===== config.mk =====
export PLATFORM = sky130hd
export DESIGN_NAME = spi_slave_mem_if
export DESIGN_NICKNAME = d
export VERILOG_FILES = /design/src/rtl/spi_slave_mem_if.sv
export SDC_FILE = /design/constraint.sdc
export NUM_CORES = 1
export LEC_CHECK = 0
export BUFFER_PORTS_ARGS = -buffer_cell sky130_fd_sc_hd__buf_4
export CORE_MARGIN = 5
export CORE_UTILIZATION = 53
export DETAILED_ROUTE_END_ITERATION = 10
export PLACE_DENSITY = 0.79
export SLEW_MARGIN = 20
export SYNTH_ARGS = -nofsm -noshare
export SYNTH_HDL_FRONTEND = slang
export SYNTH_SLANG_ARGS = --single-unit

===== constraint.sdc =====
create_clock -name clk -period 3.85 [get_ports clk]
set_input_delay 0.1925 -clock clk [delete_from_list [all_inputs] [get_ports clk]]
set_output_delay 0.1925 -clock clk [all_outputs]
set_load 0.01 [all_outputs]

===== src/rtl/spi_slave_mem_if.sv =====
// SPI mode-0 slave that turns framed SPI transfers into memory-bus write/read strobes.
// Optional macro SPI_SLV_TRISTATE_EN floats MISO while the slave is deselected.
module spi_slave_mem_if #(
  parameter int                DWIDTH      = 16,
  parameter int                AWIDTH      = 15,
  parameter logic [DWIDTH-1:0] SIG         = 16'hA5C3,
  parameter int                SYNC_STAGES = 2
) (
  input  logic              clk,
  input  logic              nRst,
  input  logic              SCK,
  input  logic              MOSI,
  input  logic              nSS,
  output logic              MISO,
  output logic [AWIDTH-1:0] mem_addr,
  output logic [DWIDTH-1:0] mem_wdata,
  output logic              mem_we,
  output logic              mem_re,
  input  logic [DWIDTH-1:0] mem_rdata,
  output logic              frame_done,
  output logic [15:0]       word_cnt
);

  typedef enum logic [1:0] {IDLE = 2'd0, ADDR = 2'd1, DATA = 2'd2} state_t;

  logic [SYNC_STAGES-1:0] sck_sync_r, mosi_sync_r, nss_sync_r;
  logic                   sck_prev_r, nss_prev_r;
  logic                   sck_s, mosi_s, nss_s;
  logic                   sck_rise_s, sck_fall_s, nss_rise_s, nss_fall_s, last_bit_s;
  logic [DWIDTH-1:0]      rx_next_s;
  logic [15:0]            wc_inc_s;

  state_t                 state_r;
  logic [DWIDTH-1:0]      rx_r, tx_r;
  logic [3:0]             bit_cnt_r;
  logic [AWIDTH-1:0]      base_r;
  logic                   wr_mode_r, ld_pend_r, miso_r;

  // Synchronise the SPI inputs and keep one extra sample for edge detection
  always_ff @(posedge clk or negedge nRst) begin
    if (!nRst) begin
      sck_sync_r  <= '0;
      mosi_sync_r <= '0;
      nss_sync_r  <= '0;
      sck_prev_r  <= 1'b0;
      nss_prev_r  <= 1'b0;
    end else begin
      sck_sync_r  <= {sck_sync_r[SYNC_STAGES-2:0], SCK};
      mosi_sync_r <= {mosi_sync_r[SYNC_STAGES-2:0], MOSI};
      nss_sync_r  <= {nss_sync_r[SYNC_STAGES-2:0], nSS};
      sck_prev_r  <= sck_sync_r[SYNC_STAGES-1];
      nss_prev_r  <= nss_sync_r[SYNC_STAGES-1];
    end
  end

  assign sck_s      = sck_sync_r[SYNC_STAGES-1];
  assign mosi_s     = mosi_sync_r[SYNC_STAGES-1];
  assign nss_s      = nss_sync_r[SYNC_STAGES-1];
  assign sck_rise_s = sck_s & ~sck_prev_r;
  assign sck_fall_s = ~sck_s & sck_prev_r;
  assign nss_rise_s = nss_s & ~nss_prev_r;
  assign nss_fall_s = ~nss_s & nss_prev_r;
  assign rx_next_s  = {rx_r[DWIDTH-2:0], mosi_s};
  assign last_bit_s = sck_rise_s && (bit_cnt_r == 4'd15);
  assign wc_inc_s   = (word_cnt == 16'hFFFF) ? 16'hFFFF : word_cnt + 16'd1;

`ifdef SPI_SLV_TRISTATE_EN
  assign MISO = nss_s ? 1'bz : miso_r;
`else
  assign MISO = miso_r;
`endif

  // Frame sequencer: shifting, word assembly and bus strobes
  always_ff @(posedge clk or negedge nRst) begin
    if (!nRst) begin
      state_r    <= IDLE;
      rx_r       <= '0;
      tx_r       <= '0;
      bit_cnt_r  <= 4'd0;
      base_r     <= '0;
      wr_mode_r  <= 1'b0;
      ld_pend_r  <= 1'b0;
      miso_r     <= 1'b0;
      mem_addr   <= '0;
      mem_wdata  <= '0;
      mem_we     <= 1'b0;
      mem_re     <= 1'b0;
      frame_done <= 1'b0;
      word_cnt   <= 16'd0;
    end else begin
      mem_we     <= 1'b0;
      mem_re     <= 1'b0;
      frame_done <= 1'b0;
      ld_pend_r  <= mem_re;

      if (state_r != IDLE) begin
        if (sck_rise_s) begin
          rx_r      <= rx_next_s;
          bit_cnt_r <= bit_cnt_r + 4'd1;
        end
        if (sck_fall_s) begin
          miso_r <= tx_r[DWIDTH-1];
          tx_r   <= {tx_r[DWIDTH-2:0], 1'b0};
        end
      end

      case (state_r)
        IDLE: begin
          if (nss_fall_s) begin
            // First signature bit goes straight onto MISO, the rest waits in tx
            state_r   <= ADDR;
            miso_r    <= SIG[DWIDTH-1];
            tx_r      <= {SIG[DWIDTH-2:0], 1'b0};
            rx_r      <= '0;
            bit_cnt_r <= 4'd0;
            word_cnt  <= 16'd0;
          end
        end
        ADDR: begin
          if (nss_rise_s) begin
            state_r   <= IDLE;
            bit_cnt_r <= 4'd0;
            miso_r    <= 1'b0;
          end else if (last_bit_s) begin
            state_r   <= DATA;
            base_r    <= rx_next_s[AWIDTH-1:0];
            wr_mode_r <= rx_next_s[DWIDTH-1];
            if (rx_next_s[DWIDTH-1]) begin
              tx_r <= '0;
            end else begin
              mem_re   <= 1'b1;
              mem_addr <= rx_next_s[AWIDTH-1:0];
            end
          end
        end
        DATA: begin
          if (nss_rise_s) begin
            state_r    <= IDLE;
            bit_cnt_r  <= 4'd0;
            miso_r     <= 1'b0;
            frame_done <= 1'b1;
          end else begin
            if (ld_pend_r) begin
              tx_r <= mem_rdata;
            end
            if (last_bit_s) begin
              word_cnt <= wc_inc_s;
              if (wr_mode_r) begin
                mem_we    <= 1'b1;
                mem_wdata <= rx_next_s;
                mem_addr  <= base_r + word_cnt[AWIDTH-1:0];
              end else begin
                mem_re   <= 1'b1;
                mem_addr <= base_r + wc_inc_s[AWIDTH-1:0];
              end
            end
          end
        end
        default: begin
          state_r <= IDLE;
        end
      endcase
    end
  end

endmodule


==> key figures, run 1 <==
Setup path
  • R2r setup slk: approximately 0.3 ns
  • Max FO, Critical Path: 13
  • CP endpoint kind: flop
  • Arr. time, crit path: 3.96 ns
  • Critical Path Start Type: flop
  • Req. time, crit path: between 4 and 5 ns
  • CP Class: reg -> reg

CTS
  • Clock sinks: between 100 and 150
  • Num CTS Buffers: 17
  • Clock Latency Late Sink: ~0.54 ns
  • Clock transition at path regs: about 0.060 ns
  • CTS max path bufs: 2
  • Post-CTS Setup Repair Bufs: 0
  • CTS tree: built
  • # H-tree levels: 4
  • Root Driver: clkbuf_8

Power
  • Peak VDD IR: between 0.3 and 0.4 mV
  • Sequential Power Share: about two fifths
  • Power share of the clock group: between 40% and 50%
  • Sw power: ~870 uW
  • Combinational power share: 12.6%
  • Leakage Power: around 0.0036 uW
  • PD cells: 434 nW/um2
  • Internal power: 2340 uW
  • Net Sw Frac: between 20% and 30%

Die
  • Die width: about 120 um
  • Core area: between 10000 and 15000 um2
  • Die Height: 116 um
  • Starting Density: a little over half
  • Number of cell rows: 38
  • Full die area: ~13000 um2
  • Ports: between 70 and 80

STA
  • Skew final: around 0.014 ns
  • Max Clk Rate: 282 MHz
  • RSZ-0062 raised after global routing: no
  • Worst slew margin: between 50% and 60%
  • Worst Max-Slew Pin Slew: a little under 0.7 ns
  • Hold Slack: 0.252 ns
  • Minimum clock period: between 3 and 4 ns
  • Period utilization: ~92%
  • Final Setup Violations: 0
  • Fin. Hold Viols: 0
  • TNS Setup: 0 ns
  • Final setup margin: slightly above 0.3 ns
  • Pins over their slew limit: 0

Global route
  • Largest net degree at the start of global routing: 54
  • Global-route wire length before repair: roughly 25 mm
  • Initial antenna violation count: 0
  • Total gr overflow: 0
  • GRT Util Overall: between 20 and 25%
  • Vias in the first global route: 5012

Drt
  • Via count: roughly 5000
  • 1st-iter DRT viols: approximately 460
  • Wire length per cell: around 17 um
  • Vias per inst: 5.79
  • Total Wirelength: between 15 and 20 mm
  • Drt drc: 0
  • Post-route antenna net violation count: 0
  • Total iterations of the first detailed-routing run: 5

Cells and area
  • Area grow syn2layout: 24.3%
  • Fillers: 816
  • Final Instance Count excl. Fillers: just under 900
  • ANT cells: 0
  • Share of cells above drive strength 1: about 22%
  • Total Nets Final: 758

Logic synthesis
  • Synthesized area: 5940 um2
  • Seq/Total Area, Yosys: 47.6%
  • Share of the synthesized area in the top cell type: a little under half
  • Library cells used by synthesis: 61
  • Post-synth EDFFs: 0
  • Syn. warnings: 0
  • FFs w/ async S/R, synth: between 90% and 100%
  • Cell taking the most area after synthesis: dfrtp_1
  • Largest cells by area after synthesis: dfrtp_1 48%, nand2_1 7.4%, a21oi_1 7.2%
  • Synth Instances: between 600 and 700
  • Main flop type after synthesis: dfrtp_1
  • Mapped Nets: approximately 670
  • Syn avg cell area: 9.58 um2
  • Synth Register Bits: between 100 and 150

Place
  • Final GP Congestion: 0.898
  • Dpl cells: between 800 and 900
  • Post-DP HPWL: 10.6 mm
  • Pre-CTS WS: 0.144 ns
  • IO buf count: slightly above 70

Hold path
  • Hold WC Path Type: in -> async

Run
  • Max-Cap Viols: 0

Outcome
  • Status: complete, no violations
## routing by layer
layer	part of all wire, %	up-vias	track usage [%]
li1	-	2383	-
met1	42	2444	31.7
met2	50	157	39.5
met3	5.4	27	5.64
met4	2.5	0	9.51
met5	0	-	0
## power by group through the flow
stage / clock, uW / combinational (uW) / sequential [uW]
floorplan: 0 / 282 / 1330
CTS: 1500 / 405 / 1320
detailed placement: 0 / 385 / 1340
global route: 1560 / 451 / 1330
finish: 1480 / 405 / 1320
global placement: 0 / 368 / 1340
## flip-flops by register name, indices dropped and copies added (netlist names), 2 cells and up
signal       count
rx_r            15
word_cnt        16
bit_cnt_r        4
mosi_sync_r      2
base_r          15
sck_sync_r       2
state_r          2
mem_addr        15
tx_r            16
nss_sync_r       2
mem_wdata       16
## critical path: stages (launching register included)
cell and delay [ns]:
dfrtp_1 0.42, ha_1 0.25, and3_1 0.20, nand2_1 0.10, or2_4 0.30, nor2_4 0.09
buf_4 0.19, a21o_1 0.12, a21oi_1 0.07, a41oi_1 0.29, ha_1 0.34, nand2_1 0.09
nor2_1 0.04, a22oi_1 0.14, a21boi_1 0.23, o21ai_0 0.15, mux2i_1 0.13, a211o_1 0.28
## placed cells by master, fill, tap and decap left out, types with 4 or more instances in the layout
cell type,synthesis,routed
a21o_1,9,9
mux2_2,20,20
xnor2_1,6,6
mux2i_1,27,27
o21ai_2,8,8
xor2_1,6,6
clkbuf_16,0,16
a21oi_1,86,86
and3_1,6,6
o22ai_1,4,4
dlygate4sd3_1,0,20
dfrtp_1,113,113
nand2_1,117,117
o31ai_1,6,6
o21ai_0,31,31
nor2_1,23,23
a31oi_1,8,8
nor3_1,4,4
nand4_1,4,4
ha_1,23,23
nor2b_1,5,5
inv_1,11,11
nand2b_1,5,5
clkinv_2,0,5
buf_4,4,89
and2_1,4,4
nand3_1,12,12
clkinvlp_4,0,4
## final timing paths
kind | depth (start not counted) | to | from
setup reg to reg | 17 | mem_addr[13] | word_cnt[0]
setup / recovery | 17 | mem_addr[13] | word_cnt[0]
hold reg to reg | 0 | mosi_sync_r[1] | mosi_sync_r[0]
max in group asynchronous | 3 | mem_wdata[14] | nRst
min in group clk | 2 | mosi_sync_r[0] | MOSI
hold / removal | 2 | word_cnt[2] | nRst
## synthesized netlist by cell type (3+ instances only)
cell type / instances
nor2_1: 23
mux2_2: 20
and3_1: 6
a21oi_1: 86
xor2_1: 6
buf_2: 12
ha_1: 23
dfrtp_1: 113
a41oi_1: 3
nand4_1: 4
nor2b_1: 5
o211ai_1: 3
inv_1: 11
nor3_1: 4
nand2_1: 117
buf_4: 4
mux2i_1: 27
xnor2_1: 6
nand3_1: 12
nand2b_1: 5
or3_1: 3
a211oi_1: 3
clkbuf_1: 15
a21o_1: 9
o21ai_2: 8
a31oi_1: 8
o21ai_0: 31
o22ai_1: 4
and2_1: 4
o31ai_1: 6
o21ai_1: 3
## metrics by stage
step	total power, uW	area [um2]	utilization [%]
after floorplan	1610	5940	-
after global placement	1700	6610	60.7
after detailed placement	1730	6610	60.7
after CTS	3230	7370	67.7
after global routing	3340	7380	67.8
final	3210	7380	67.8
## what timing repair did
action | 4_1_cts | 5_1_grt
endpoints found under the hold margin | 70 | 0
hold buffers | 20 | 0
endpoints found under the setup margin | 0 | 4
gates resized for setup | 0 | 4
## layout make-up
cell class	count	area, um2	share of cell area [%]
Clock inverter	14	141	1.92
Timing Repair Buffer	109	868	11.8
Tap cell	140	175	2.37
Multi-Input combinational cell	460	2910	39.4
Sequential cell	113	2830	38.3
Inverter	12	45.0	0.610
Clock buffer	18	418	5.66
## logic make-up after synthesis
group                    after synthesis  synth area share [%]
AO/OA/AOI/OAI                        181                  18.3
multiplexers                          47                  8.34
adder cells (fa/ha/maj)               24                  5.18
buffers and inverters                 47                  3.75
AND/OR/NAND/NOR                      196                  15.1
flip-flops                           113                  47.6
XOR/XNOR                              12                  1.77
Note: power is estimated with default switching activity, not from simulation.
==> run 2: changes to the inputs <==
--- a/config.mk
+++ b/config.mk
@@ -6,10 +6,13 @@
 export NUM_CORES = 1
 export LEC_CHECK = 0
 export BUFFER_PORTS_ARGS = -buffer_cell sky130_fd_sc_hd__buf_4
+export CELL_PAD_IN_SITES_DETAIL_PLACEMENT = 1
+export CELL_PAD_IN_SITES_GLOBAL_PLACEMENT = 2
 export CORE_MARGIN = 5
-export CORE_UTILIZATION = 53
+export CORE_UTILIZATION = 33
 export DETAILED_ROUTE_END_ITERATION = 10
-export PLACE_DENSITY = 0.79
+export PLACE_DENSITY = 0.78
+export SKIP_LAST_GASP = 1
 export SLEW_MARGIN = 20
 export SYNTH_ARGS = -nofsm -noshare
 export SYNTH_HDL_FRONTEND = slang
==> run 2 against run 1 <==
Compared with the run above: global-route usage is 6.9 points lower; via count is 0.34% lower; maximum frequency is 0.14% higher; power hardly changed; wire length is 16% higher; combinational power is 1% higher; die area is 55% higher; largest power group unchanged; cell count is 10% higher; count of clock-buffer cells in the layout is 6 higher; worst setup slack better by 0.0049 ns; first-iteration DRC count is 48% lower; critical path type unchanged.
==> key figures, run 2 (synthesized netlist as in run 1, its figures left out) <==
Outcome
  • Status: complete, no violations

Cells and area
  • Total Nets Final: 757
  • Area grow syn2layout: 26.0%
  • Commonest non-fill, non-tap cells in the layout: 117 x nand2_1, 113 x dfrtp_1, 91 x buf_4
  • ANT cells: 0
  • Commonest non-fill, non-tap cell in the layout: nand2_1
  • Share of cells above drive strength 1: around 22%
  • Finished Cell Area: between 7000 and 8000 um2
  • Top Registers: mem_wdata (16), tx_r (16), word_cnt (16)
  • Fillers: slightly below 2000

Die
  • Die width: roughly 140 um
  • Core area: about 18000 um2
  • Starting Density: 33.3%
  • Ports: slightly above 70
  • Full die area: between 20000 and 25000 um2
  • Number of cell rows: just under 50
  • Die Height: about 140 um

Global route
  • Vias in the first global route: ~5200
  • Largest net degree at the start of global routing: 50
  • Met3 Use GR: under 10%
  • GRT Max-Usage Layer: met2
  • Global-route wire length before repair: 28.3 mm
  • Initial antenna violation count: 0
  • M1 GR Usage: ~22%
  • Met2 Usage GRT: between 20% and 30%
  • Total gr overflow: 0
  • GRT Util Overall: 17.4%

Power
  • Power share of the clock group: between 40% and 50%
  • PD cells: roughly 430 nW/um2
  • Sw power: about 870 uW
  • Leakage Power: 0.00359 uW
  • Net Sw Frac: 27.1%
  • Sequential Power Share: between 40 and 50%
  • Combinational power share: between 10% and 20%
  • Internal power: roughly 2300 uW
  • Peak VDD IR: just over 0.3 mV

Drt
  • Total iterations of the first detailed-routing run: 4
  • Vias per inst: roughly 5.2
  • 1st-iter DRT viols: between 200 and 250
  • Drt drc: 0
  • Total Wirelength: 17.5 mm
  • Via count: about 5000
  • Post-route antenna net violation count: 0
  • Wire length per cell: around 18 um

Place
  • Dpl cell area: roughly 6700 um2
  • Final GP Congestion: approximately 0.87
  • Pre-CTS WS: 0.163 ns
  • Post-DP HPWL: about 12 mm
  • IO buf count: 71

Setup path
  • Reg2Reg Depth: 17
  • Critical Path Start Type: flop
  • CP Class: reg -> reg
  • Largest stage delay, worst path: 0.39 ns
  • Max FO, Critical Path: 6
  • Critical R2R Launch: word_cnt[1]
  • Slowest stage cell, crit path: dfrtp_1
  • CP endpoint kind: flop
  • R2r setup slk: approximately 0.31 ns
  • Buf/Inv on CP: 1
  • Reg2reg end: mem_addr[11]
  • CP top delay family: compound AO/OA/AOI/OAI gates
  • CP Cell Sequence: ha_1 -> and3_1 -> nand2_1 -> or2_4 -> nor2_4 -> buf_4 -> a21o_1 -> a21oi_1 -> a41oi_1 -> ha_1 -> nand2_1 -> nor2_1 -> a22oi_1 -> a21boi_1 -> a21boi_0 -> mux2i_1 -> a211o_1
  • Arr. time, crit path: between 3 and 4 ns
  • Req. time, crit path: just over 4 ns

CTS
  • Post-CTS Setup Repair Bufs: 0
  • CTS max path bufs: 2
  • # H-tree levels: 4
  • CTS tree: built
  • Clock sinks: between 100 and 150
  • Clock Latency Late Sink: roughly 0.42 ns
  • Clock transition at path regs: about 0.05 ns
  • Num CTS Buffers: 17
  • Root Driver: clkbuf_16

STA
  • TNS Setup: 0 ns
  • Max Clk Rate: 283 MHz
  • Pins over their slew limit: 0
  • Period utilization: roughly nine tenths
  • Final setup margin: around 0.31 ns
  • Minimum clock period: 3.54 ns
  • Fin. Hold Viols: 0
  • Final Setup Violations: 0
  • Worst slew margin: between 30% and 40%
  • Skew final: slightly below 0.007 ns
  • Worst Max-Slew Pin Slew: a little over 1 ns
  • RSZ-0062 raised after global routing: no

Hold path
  • Hold endpoint: tx_r[8]
  • WHS Path Cells: 3
  • Hold WC Path Type: in -> reg
  • Min-delay src: mem_rdata[8]

Run
  • Max-Cap Viols: 0
-- run 2: cell count changes in the layout (fill, tap and decap cells not counted), sizes merged, moves of 2 or more --
cell	delta
buf	+2
clkinvlp	-2
clkbuf	+6
dlygate4sd3	-3
clkinv	-2
-- run 2: worst max path at each step --
stage	start	end	slack, ns	cells after the start
after detailed placement	word_cnt[1]	mem_addr[12]	0.16	16
final	word_cnt[1]	mem_addr[11]	0.31	17
after global routing	word_cnt[1]	mem_addr[11]	0.07	16
after global placement	word_cnt[1]	mem_addr[12]	0.31	16
after floorplan	word_cnt[0]	mem_addr[12]	0.17	18
after CTS	word_cnt[1]	mem_addr[11]	0.15	15
-- run 2: power by group through the flow --
stage / Combinational, uW / Sequential (uW) / Clock (uW)
after floorplan: 282 / 1330 / 0
after global routing: 460 / 1330 / 1580
final: 409 / 1320 / 1480
after global placement: 382 / 1340 / 0
after CTS: 418 / 1320 / 1520
after detailed placement: 401 / 1340 / 0
-- run 2: metal layers --
layer	up-vias	part of all wire, %
met4	0	0.99
met5	-	0
met1	2528	44
met3	14	3.9
li1	2378	-
met2	74	51
-- run 2: worst register-to-register path: cells and delay by family, from the launching register on --
family / cells / cell delay [ns]
muxes: 1 / 0.15
and+or+nand+nor: 6 / 0.85
DFF: 1 / 0.39
buffers and inverters: 1 / 0.12
adders and majority gates: 2 / 0.59
AOI/OAI and AO/OA: 7 / 1.33
-- run 2: layout make-up --
type,instances,area (um2),share of cell area [%]
repair buffers,108,853,11.4
flip-flops and latches,113,2830,37.8
clock buffers,24,472,6.30
well taps,229,287,3.83
inverters,12,45.0,0.602
clock inverters,8,81.3,1.09
multi-input cells,460,2920,39.0
-- run 2: through the flow --
step                std cells  hold slack, ns  util, %  power, uW
floorplan                 620          -0.103        -       1610
global placement          905           0.277     37.8       1720
detailed placement        905           0.285     37.8       1740
CTS                       954         0.00340     41.8       3260
global route              954         0.00154     41.9       3370
finish                    954          0.0158     41.9       3210
-- run 2: repair_timing --
action,CTS,global route
gates resized for setup,0,5
endpoints found under the setup margin,0,5
hold buffers,17,0
hold endpoints to repair,63,0
